## src/rtl/neuron_seq_pkg.sv

```systemverilog
// Shared types for the neuron sequencer: operand format and FSM state encoding.
package neuron_seq_pkg;

    typedef struct packed {
        logic [23:0] mant;
        logic [7:0]  expo;
    } float_24_8;

    localparam logic [1:0] SEQ_IDLE  = 2'd0;
    localparam logic [1:0] SEQ_RUN   = 2'd1;
    localparam logic [1:0] SEQ_DRAIN = 2'd2;
    localparam logic [1:0] SEQ_DONE  = 2'd3;

    typedef enum logic [1:0] {
        ST_IDLE  = SEQ_IDLE,
        ST_RUN   = SEQ_RUN,
        ST_DRAIN = SEQ_DRAIN,
        ST_DONE  = SEQ_DONE
    } seq_state_t;

endpackage

```

## src/rtl/neuron_seq_if.sv

```systemverilog
// Control, memory-address and neuron-framing signals between the layer controller and the sequencer.
interface neuron_seq_if #(parameter int ADDR_W = 10);

    logic              start;
    logic [ADDR_W-1:0] num_taps;
    logic [ADDR_W-1:0] num_outs;
    logic              busy;
    logic              done;
    logic              rd_en;
    logic [ADDR_W-1:0] data_addr;
    logic [ADDR_W-1:0] tap_addr;
    logic [ADDR_W-1:0] bias_addr;
    logic              in_valid;
    logic              first;
    logic              last;
    logic              out_valid;
    logic [ADDR_W-1:0] out_index;

    modport master (
        output start, num_taps, num_outs,
        input  busy, done, rd_en, data_addr, tap_addr, bias_addr,
        input  in_valid, first, last, out_valid, out_index
    );

    modport slave (
        input  start, num_taps, num_outs,
        output busy, done, rd_en, data_addr, tap_addr, bias_addr,
        output in_valid, first, last, out_valid, out_index
    );

endinterface

```

## src/rtl/neuron_seq_delay_line.sv

```systemverilog
// Fixed-depth shift register with synchronous clear.
// Latency: DEPTH cycles; no backpressure (shifts every cycle).
module delay_line #(
    parameter int WIDTH = 1,
    parameter int DEPTH = 1
) (
    input  logic             clk,
    input  logic             reset,
    input  logic [WIDTH-1:0] d,
    output logic [WIDTH-1:0] q
);

    logic [WIDTH-1:0] pipe [DEPTH];

    always_ff @(posedge clk) begin
        if (reset) begin
            for (int i = 0; i < DEPTH; i++) pipe[i] <= '0;
        end else begin
            pipe[0] <= d;
            for (int i = 1; i < DEPTH; i++) pipe[i] <= pipe[i-1];
        end
    end

    assign q = pipe[DEPTH-1];

endmodule

```

## src/rtl/neuron_seq.sv

```systemverilog
// Walks data/tap/bias memories for one layer and frames the neuron accumulation.
// Latency: reads start 1 cycle after start, results flagged PIPE_LAT after last; no backpressure.
module neuron_seq
    import neuron_seq_pkg::*;
#(
    parameter int ADDR_W   = 10,
    parameter int PIPE_LAT = 4
) (
    input  logic          clk,
    input  logic          reset,
    neuron_seq_if.slave   bus
);

    localparam logic [ADDR_W-1:0] ONE       = ADDR_W'(1);
    localparam logic [3:0]        DRAIN_END = 4'(PIPE_LAT - 1);

    seq_state_t state, next_state;

    logic [ADDR_W-1:0] taps_q, outs_q;
    logic [ADDR_W-1:0] tap_idx, out_idx, tap_cnt;
    logic [3:0]        drain_cnt;
    logic              done_q;
    logic              rd_en, start_ok, tap_end, out_end;

    assign rd_en    = (state == ST_RUN);
    // The idle cycle right after DONE still shows busy, so start is refused there too.
    assign start_ok = bus.start && (state == ST_IDLE) && !done_q;
    assign tap_end  = (tap_idx == taps_q - ONE);
    assign out_end  = (out_idx == outs_q - ONE);

    always_ff @(posedge clk) begin
        if (reset) state <= ST_IDLE;
        else       state <= next_state;
    end

    always_comb begin
        next_state = state;
        case (state)
            ST_IDLE: begin
                if (start_ok)
                    next_state = (bus.num_taps == '0 || bus.num_outs == '0) ? ST_DONE : ST_RUN;
            end
            ST_RUN:   if (tap_end && out_end) next_state = ST_DRAIN;
            ST_DRAIN: if (drain_cnt == DRAIN_END) next_state = ST_DONE;
            ST_DONE:  next_state = ST_IDLE;
            default:  next_state = ST_IDLE;
        endcase
    end

    // Counters return to zero after the final read so idle addresses read as 0.
    always_ff @(posedge clk) begin
        if (reset) begin
            taps_q    <= '0;
            outs_q    <= '0;
            tap_idx   <= '0;
            out_idx   <= '0;
            tap_cnt   <= '0;
            drain_cnt <= '0;
            done_q    <= 1'b0;
        end else begin
            done_q    <= (state == ST_DONE);
            drain_cnt <= (state == ST_DRAIN) ? drain_cnt + 4'd1 : 4'd0;
            if (start_ok) begin
                taps_q  <= bus.num_taps;
                outs_q  <= bus.num_outs;
                tap_idx <= '0;
                out_idx <= '0;
                tap_cnt <= '0;
            end else if (rd_en) begin
                if (tap_end) begin
                    tap_idx <= '0;
                    out_idx <= out_end ? '0 : out_idx + ONE;
                end else begin
                    tap_idx <= tap_idx + ONE;
                end
                tap_cnt <= (tap_end && out_end) ? '0 : tap_cnt + ONE;
            end
        end
    end

    logic              f_valid, f_first, f_last;
    logic [ADDR_W-1:0] f_idx, last_idx_d;

    delay_line #(.WIDTH(3 + ADDR_W), .DEPTH(1)) u_frame (
        .clk   (clk),
        .reset (reset),
        .d     ({rd_en, rd_en && tap_idx == '0, rd_en && tap_end,
                 (rd_en && tap_end) ? out_idx : '0}),
        .q     ({f_valid, f_first, f_last, last_idx_d})
    );

    assign f_idx = last_idx_d;

    delay_line #(.WIDTH(1 + ADDR_W), .DEPTH(PIPE_LAT)) u_result (
        .clk   (clk),
        .reset (reset),
        .d     ({f_last, f_idx}),
        .q     ({bus.out_valid, bus.out_index})
    );

    assign bus.busy      = (state != ST_IDLE) || done_q;
    assign bus.done      = done_q;
    assign bus.rd_en     = rd_en;
    assign bus.data_addr = tap_idx;
    assign bus.tap_addr  = tap_cnt;
    assign bus.bias_addr = out_idx;
    assign bus.in_valid  = f_valid;
    assign bus.first     = f_first;
    assign bus.last      = f_last;

endmodule

```

## src/flat_wrapper.sv

```systemverilog
// flat-port wrapper written by rule: the top's interface ports become plain ports
module neuron_seq_flat import neuron_seq_pkg::*;
#(
    parameter int ADDR_W   = 10,
    parameter int PIPE_LAT = 4
)
  (clk, reset, bus_start, bus_num_taps, bus_num_outs, bus_busy, bus_done, bus_rd_en, bus_data_addr, bus_tap_addr, bus_bias_addr, bus_in_valid, bus_first, bus_last, bus_out_valid, bus_out_index);
  neuron_seq_if #(.ADDR_W(ADDR_W)) bus_i ();
  input  logic clk;
  input  logic reset;
  input wire logic [$bits(bus_i.start)-1:0] bus_start;
  input wire logic [$bits(bus_i.num_taps)-1:0] bus_num_taps;
  input wire logic [$bits(bus_i.num_outs)-1:0] bus_num_outs;
  output wire logic [$bits(bus_i.busy)-1:0] bus_busy;
  output wire logic [$bits(bus_i.done)-1:0] bus_done;
  output wire logic [$bits(bus_i.rd_en)-1:0] bus_rd_en;
  output wire logic [$bits(bus_i.data_addr)-1:0] bus_data_addr;
  output wire logic [$bits(bus_i.tap_addr)-1:0] bus_tap_addr;
  output wire logic [$bits(bus_i.bias_addr)-1:0] bus_bias_addr;
  output wire logic [$bits(bus_i.in_valid)-1:0] bus_in_valid;
  output wire logic [$bits(bus_i.first)-1:0] bus_first;
  output wire logic [$bits(bus_i.last)-1:0] bus_last;
  output wire logic [$bits(bus_i.out_valid)-1:0] bus_out_valid;
  output wire logic [$bits(bus_i.out_index)-1:0] bus_out_index;
  assign bus_i.start = bus_start;
  assign bus_i.num_taps = bus_num_taps;
  assign bus_i.num_outs = bus_num_outs;
  assign bus_busy = bus_i.busy;
  assign bus_done = bus_i.done;
  assign bus_rd_en = bus_i.rd_en;
  assign bus_data_addr = bus_i.data_addr;
  assign bus_tap_addr = bus_i.tap_addr;
  assign bus_bias_addr = bus_i.bias_addr;
  assign bus_in_valid = bus_i.in_valid;
  assign bus_first = bus_i.first;
  assign bus_last = bus_i.last;
  assign bus_out_valid = bus_i.out_valid;
  assign bus_out_index = bus_i.out_index;
  neuron_seq #(.ADDR_W(ADDR_W), .PIPE_LAT(PIPE_LAT)) u_core (.clk(clk), .reset(reset), .bus(bus_i));
endmodule
```

## config.mk

```make
export PLATFORM = sky130hd
export DESIGN_NAME = neuron_seq_flat
export DESIGN_NICKNAME = d
export VERILOG_FILES = /design/src/rtl/neuron_seq_pkg.sv /design/src/rtl/neuron_seq_if.sv /design/src/rtl/neuron_seq_delay_line.sv /design/src/rtl/neuron_seq.sv /design/src/flat_wrapper.sv
export SDC_FILE = /design/constraint.sdc
export NUM_CORES = 1
export LEC_CHECK = 0
export CELL_PAD_IN_SITES_DETAIL_PLACEMENT = 0
export CELL_PAD_IN_SITES_GLOBAL_PLACEMENT = 1
export CORE_UTILIZATION = 34
export DETAILED_ROUTE_END_ITERATION = 16
export PLACE_DENSITY_LB_ADDON = 0.1
export SYNTH_ARGS = -nofsm -noshare
export SYNTH_HDL_FRONTEND = slang
export SYNTH_HIERARCHICAL = 1
export SYNTH_SLANG_ARGS = --single-unit
```

## constraint.sdc

```tcl
create_clock -name clk -period 3.7 [get_ports clk]
set_clock_uncertainty 0.2 [all_clocks]
set_input_delay 0.555 -clock clk [delete_from_list [all_inputs] [get_ports clk]]
set_output_delay 0.555 -clock clk [all_outputs]
set_load 0.01 [all_outputs]
```

* Yosys cells after proc, flatten, opt, wreduce, memory -nomap -nowiden
Memory sizes are Yosys's and may differ from the RTL's.
Cells that the tools add are included.
** Word-level totals
- Output and inout port bits :: 47
- Logic and storage cells :: 66
- Memories :: 2
- RAM bits :: 57
- Bits of input ports :: 23
- Flip-flop bits (word level) :: 57
** Cells by class
- Reduce and logical (&&, ||, !) cells :: 18
- Multiplexer cells :: 18
- Eq/ne operators :: 9
- Bitwise logic cells :: 5
- Add/subtract/negate cells :: 6
** Memory list
- u_core.u_result.pipe :: words 4, width 11, read ports 4, clocked after memory_dff 0, wr ports 4, RTL line neuron_seq_delay_line.sv:13 : logic [WIDTH-1:0] pipe [DEPTH];
- u_core.u_frame.pipe :: words 1, width 13, read ports 1, clocked after memory_dff 0, wr ports 1, RTL line neuron_seq_delay_line.sv:13
** Operator list (number)
- $mux 11 :: 4
- $mux 10 :: 4
- $add 10x1->10 const B :: 3
- $logic_not 10->1 :: 3
- $eq 10x10->1 :: 2
- $sub 10x1->10 const B :: 2
- $mux 13 :: 1
- $reduce_or 13->1 :: 1
- $mux 2 :: 4
- $pmux 2 s4 :: 1
- $logic_and 1x1->1 :: 5
- $add 4x1->4 const B :: 1
- $eq 2x2->1 const B :: 2
- $eq 4x2->1 const B :: 1
- $mux 1 :: 4
- $ne 2x1->1 const B :: 2
- $or 1x1->1 :: 4
- $reduce_or 2->1 :: 2
- $reduce_and 3->1 :: 1
- $eq 2x1->1 const B :: 1
- $logic_not 2->1 :: 1
- $logic_or 1x1->1 :: 2
- $ne 2x2->1 const B :: 1
- $reduce_and 2->1 :: 1
- 3 further kinds :: 3

* Longest topological paths before layout
- Depth in word-level cells :: 5
- Mapped depth :: 12
- Gate-level depth less buffers :: 10

* Hierarchy
Netlist, hierarchy kept.
** Modules (own cells, without submodules)
- neuron_seq :: area an instance 3563.4 µm², times used 1, cells each 453, seq. area each 1141.1 µm²
- delay_line at u_core.u_result :: area an instance 1176.1 µm², times used 1, cells each 92, seq. area each 880.8 µm²
- delay_line at u_core.u_frame :: area an instance 395.4 µm², times used 1, cells each 27, seq. area each 260.2 µm²

* Worst setup path before layout
OpenSTA, ideal clock, no wires.
- Path kind :: register to register
- From :: reg u_core.taps_q[0]
- To :: reg u_core.state[1]
- Stages on the path, launching flop included :: 11
- Path slack :: 1161 ps
- Required time :: 3377 ps
- Setup time :: 123 ps
- Period minus slack after synthesis :: 2539 ps
- Arrival :: 2216 ps
- Path through :: dfxtp_1 inv_1 ha_1 buf_6 xnor2_1 a211oi_1 nand3_1 a211oi_2 nand4_1 o2bb2ai_2 mux2_1
** On the way
- Cells in the longest elaborated chain, start to end :: 5
** RTL lines
- start: declaration :: RTL line neuron_seq.sv:19 : logic [ADDR_W-1:0] taps_q, outs_q;
- start signal: assignment :: RTL line neuron_seq.sv:64 : taps_q <= bus.num_taps;
- $sub 10x1->10 :: RTL line neuron_seq.sv:28 : assign tap_end = (tap_idx == taps_q - ONE);
- $eq 10x10->1 :: RTL line neuron_seq.sv:28
- $logic_and 1x1->1 :: RTL line neuron_seq.sv:43 : ST_RUN: if (tap_end && out_end) next_state = ST_DRAIN;
- $ne 2x2->1 (no line)
- $reduce_and 3->1 (no line)
- end signal: assignment :: RTL line neuron_seq.sv:33 : else state <= next_state;
- end: declaration :: RTL line neuron_seq.sv:17 : seq_state_t state, next_state;
No other way between the ends.
A chain may end at the register's enable or synchronous reset.

* Final worst setup path
- From :: reg u_core.taps_q[0]
- To :: mem u_core/u_frame/pipe[0][1] in the netlist's numbering
** On the way
- Cells in the longest elaborated chain, start to end :: 5
** RTL lines
- $sub 10x1->10 :: RTL line neuron_seq.sv:28
- $eq 10x10->1 :: RTL line neuron_seq.sv:28
- $logic_and 1x1->1 :: RTL line neuron_seq.sv:88 : (rd_en && tap_end) ? out_idx : '0}),
- $mux 10 :: RTL line neuron_seq.sv:88
- $mux 13 (no line)
- end: declaration :: RTL line neuron_seq_delay_line.sv:13
No other way between the ends.

==> impl_results.md <==
* Status: finished with violations
* Failing checks: DRC
* Post-synth EDFFs at 0
* Placed cell area at 0.005906 mm²
* Min-delay worst type: reg -> reg
* CTS tree: built
* Fin worst setup slack at 0.5854 ns
* Fin Hold WS at 0.2265 ns
* CTS Sinks at 114
* Synth area leaders: dfxtp_1 (44%), nor2b_1 (5.7%), nand2_1 (5.6%)
* Peak supply drop at 0.3116 mV
* Final hold vios at 0
* Placed insts at approximately 800
* Pre-CTS WS at 0.5854 ns
* Mean Syn Cell Area at 8.977 µm²
* Pleak at ~2.3 nW
* Hold path cells at 1
* Post-synth ARST share at 0
* Synth area leader: dfxtp_1
* Most common cell after layout, fill and taps aside: dfxtp_1
* Die area at 0.01560 mm²
* DRT Pass-1 Iters at 11
* Seq cells post-synth at 114
* Final Total Pwr at 3.704 mW
* Synth Warn # at 6
* Startpoint types: register
* Mapped cell area at 0.005135 mm²
* Critical path class: reg -> reg
* Final Cycle Share at 0.8418
* Reg clk slew, reported paths at 0.06 ns
* Min Tclk post-route at 3.115 ns
* Synth top area share at 0.4444
* PostCTS Resize Cnt at 0
* Routed wire per std cell at 13.79 µm
* Crit path capture type: register
* Routed Antenna Nets at 0
* Die H at 124.9 µm
* Power Density at 570.7 mW/mm²
* RSZ-0062 raised after global routing: no
* Final net count at 674
* CP startpoint: u_core/taps_q[0]$_SDFFE_PP0P_
* Max transition margin at 0.4575
* Total GRT Usage at 0.1571
* Layout area overhead at 26.39%
* Hold_sp: u_core/u_frame/pipe[0][8]$_SDFF_PP0_
* CP cell instances: inv_1 -> ha_1 -> or3b_1 -> o21bai_1 -> nand3_1 -> a211oi_2 -> nand4_4 -> nor2_1 -> and2_1 -> nor2b_4
* I/O Buffers at about 70
* First-pass GRT wire length at 19490 µm
* Fmax at about 320 MHz
* Core footprint at between 0.01 and 0.015 mm²
* Vias at approximately 4100
* Max Slew Vio Count at 0
* CP Max Fanout at 11
* Critical path's largest stage delay at approximately 0.56 ns
* Crit path max-delay cell type: nor2_1
* Reg-to-Reg Start: u_core/taps_q[0]$_SDFFE_PP0P_
* H-tree levels at 4
* TNS Setup at 0 ns
* CTS Hold Bufs at 0
* Final Setup Violations at 0
* Clk buf depth at 2
* GP Congestion at 0.8158
* Commonest cells after routing, fill and taps aside: dfxtp_1 (114), nand2_1 (77), clkdlybuf4s50_1 (68)
* Worst R2R Setup Slack at between 0.5 and 0.6 ns
* Fin cells at 837
* Final core occ at 0.4432
* I/O pin cnt at 70
* Initial antenna violation count at 1
* # DRC at 12
* Post-route cell area at 0.006490 mm²
* Post-CTS Setup Inserts at 0
* Mapped Cells at roughly 570
* Skew-Pair Late Insertion Delay at 0.41 ns
* Worst R2R Path Depth at 10
* Starting density of the core at 0.3506
* Hold Crit Endpoint: u_core/u_result/pipe[0][8]$_SDFF_PP0_
* Die width at roughly 120 µm
* Slew @ Worst Pin at 0.8138 ns
* Cell variety after synth at 64
* Vias in the first global route at 3820
* Root buffer cell: clkbuf_16
* FF-to-FF End: u_core/u_frame/pipe[0][1]$_SDFF_PP0_
* Critical path arrival at 3.26 ns
* CP bufs+invs at 1
* Number of core rows at 44
* Cts bufs inserted at 17
* Share of cells above drive strength 1 at 0.1227
* Sequential area share after synthesis at 0.4444
* Drt initial violations at 233
* Final WL at 11540 µm
* Top delay family on crit path: simple AND/OR/NAND/NOR gates
* GRT Residual Overflow at 0
* HPWL after detailed placement at 7791 µm
* Max Cap Viol at 0
* Commonest register cell after synthesis: dfxtp_1
* Via density at 4.873
* Syn_nets at 607
* Req. time, crit path at between 3 and 4 ns
* Largest net degree at the start of global routing at 74
state kept, by name (all words and copies together), names as in the netlist, 4 cells and up:
register / flops
u_core/u_frame/pipe: 13
u_core/u_result/pipe: 44
u_core/bus.bias_addr: 10
u_core/bus.tap_addr: 10
u_core/taps_q: 10
u_core/outs_q: 10
u_core/drain_cnt: 4
u_core/bus.data_addr: 10
layer usage:
layer / wire [µm] / global-route usage
met5: 0 / 0
met4: 142 / 0.05380
met3: 439 / 0.04553
met2: 5332 / 0.2515
met1: 5626 / 0.2014
how the worst max path moves through the flow:
stage / end / slack, ns / cells after the start
after CTS: u_core/u_frame/pipe[0][1]$_SDFF_PP0_ / 0.56 / 10
final: u_core/u_frame/pipe[0][1]$_SDFF_PP0_ / 0.59 / 10
after detailed placement: u_core/u_frame/pipe[0][1]$_SDFF_PP0_ / 0.59 / 10
after global placement: u_core/u_frame/pipe[0][1]$_SDFF_PP0_ / 0.68 / 10
after floorplan: u_core/state[1]$_SDFFE_PP0P_ / 1.16 / 10
after global routing: u_core/u_frame/pipe[0][1]$_SDFF_PP0_ / 0.25 / 10
Yosys cell counts (all sizes together), types with 2 or more instances:
cell / count
a211oi: 10
a21oi: 29
a311oi: 3
a31oi: 2
and2: 11
and2b: 3
and3: 7
buf: 13
clkbuf: 15
dfxtp: 114
ha: 12
inv: 16
nand2: 77
nand2b: 5
nand3: 21
nand4: 18
nand4b: 2
nor2: 41
nor2b: 57
nor3: 16
nor3b: 3
nor4: 8
o211ai: 3
o21ai: 19
o21bai: 2
o22ai: 2
or2: 4
or3: 2
xnor2: 20
xor2: 17
area by class of cell:
cell class | count | area [µm²]
timing repair buffer | 78 | 753.2
antenna | 1 | 2.502
multi-input combinational | 411 | 2576
clock buffer | 18 | 439.2
inverter | 17 | 63.81
sequential | 114 | 2282
fill | 1448 | 8154
clock inverter | 14 | 142.6
tap | 184 | 230.2
cells by family after synthesis:
kind of cell | share of synthesized area
flops | 0.4444
buf+inv | 0.05385
simple gates | 0.2924
fa+ha+maj | 0.02924
mux | 0.004142
xor+xnor | 0.06457
compound gates | 0.1114
power breakdown:
| part | internal [mW] | switching (mW) | total [mW] |
|---|---|---|---|
| combinational | 0.304 | 0.453 | 0.757 |
| sequential | 1.29 | 0.0742 | 1.36 |
| clock | 0.960 | 0.627 | 1.59 |
| total | 2.55 | 1.15 | 3.70 |
(Power assumes the default switching activity.)
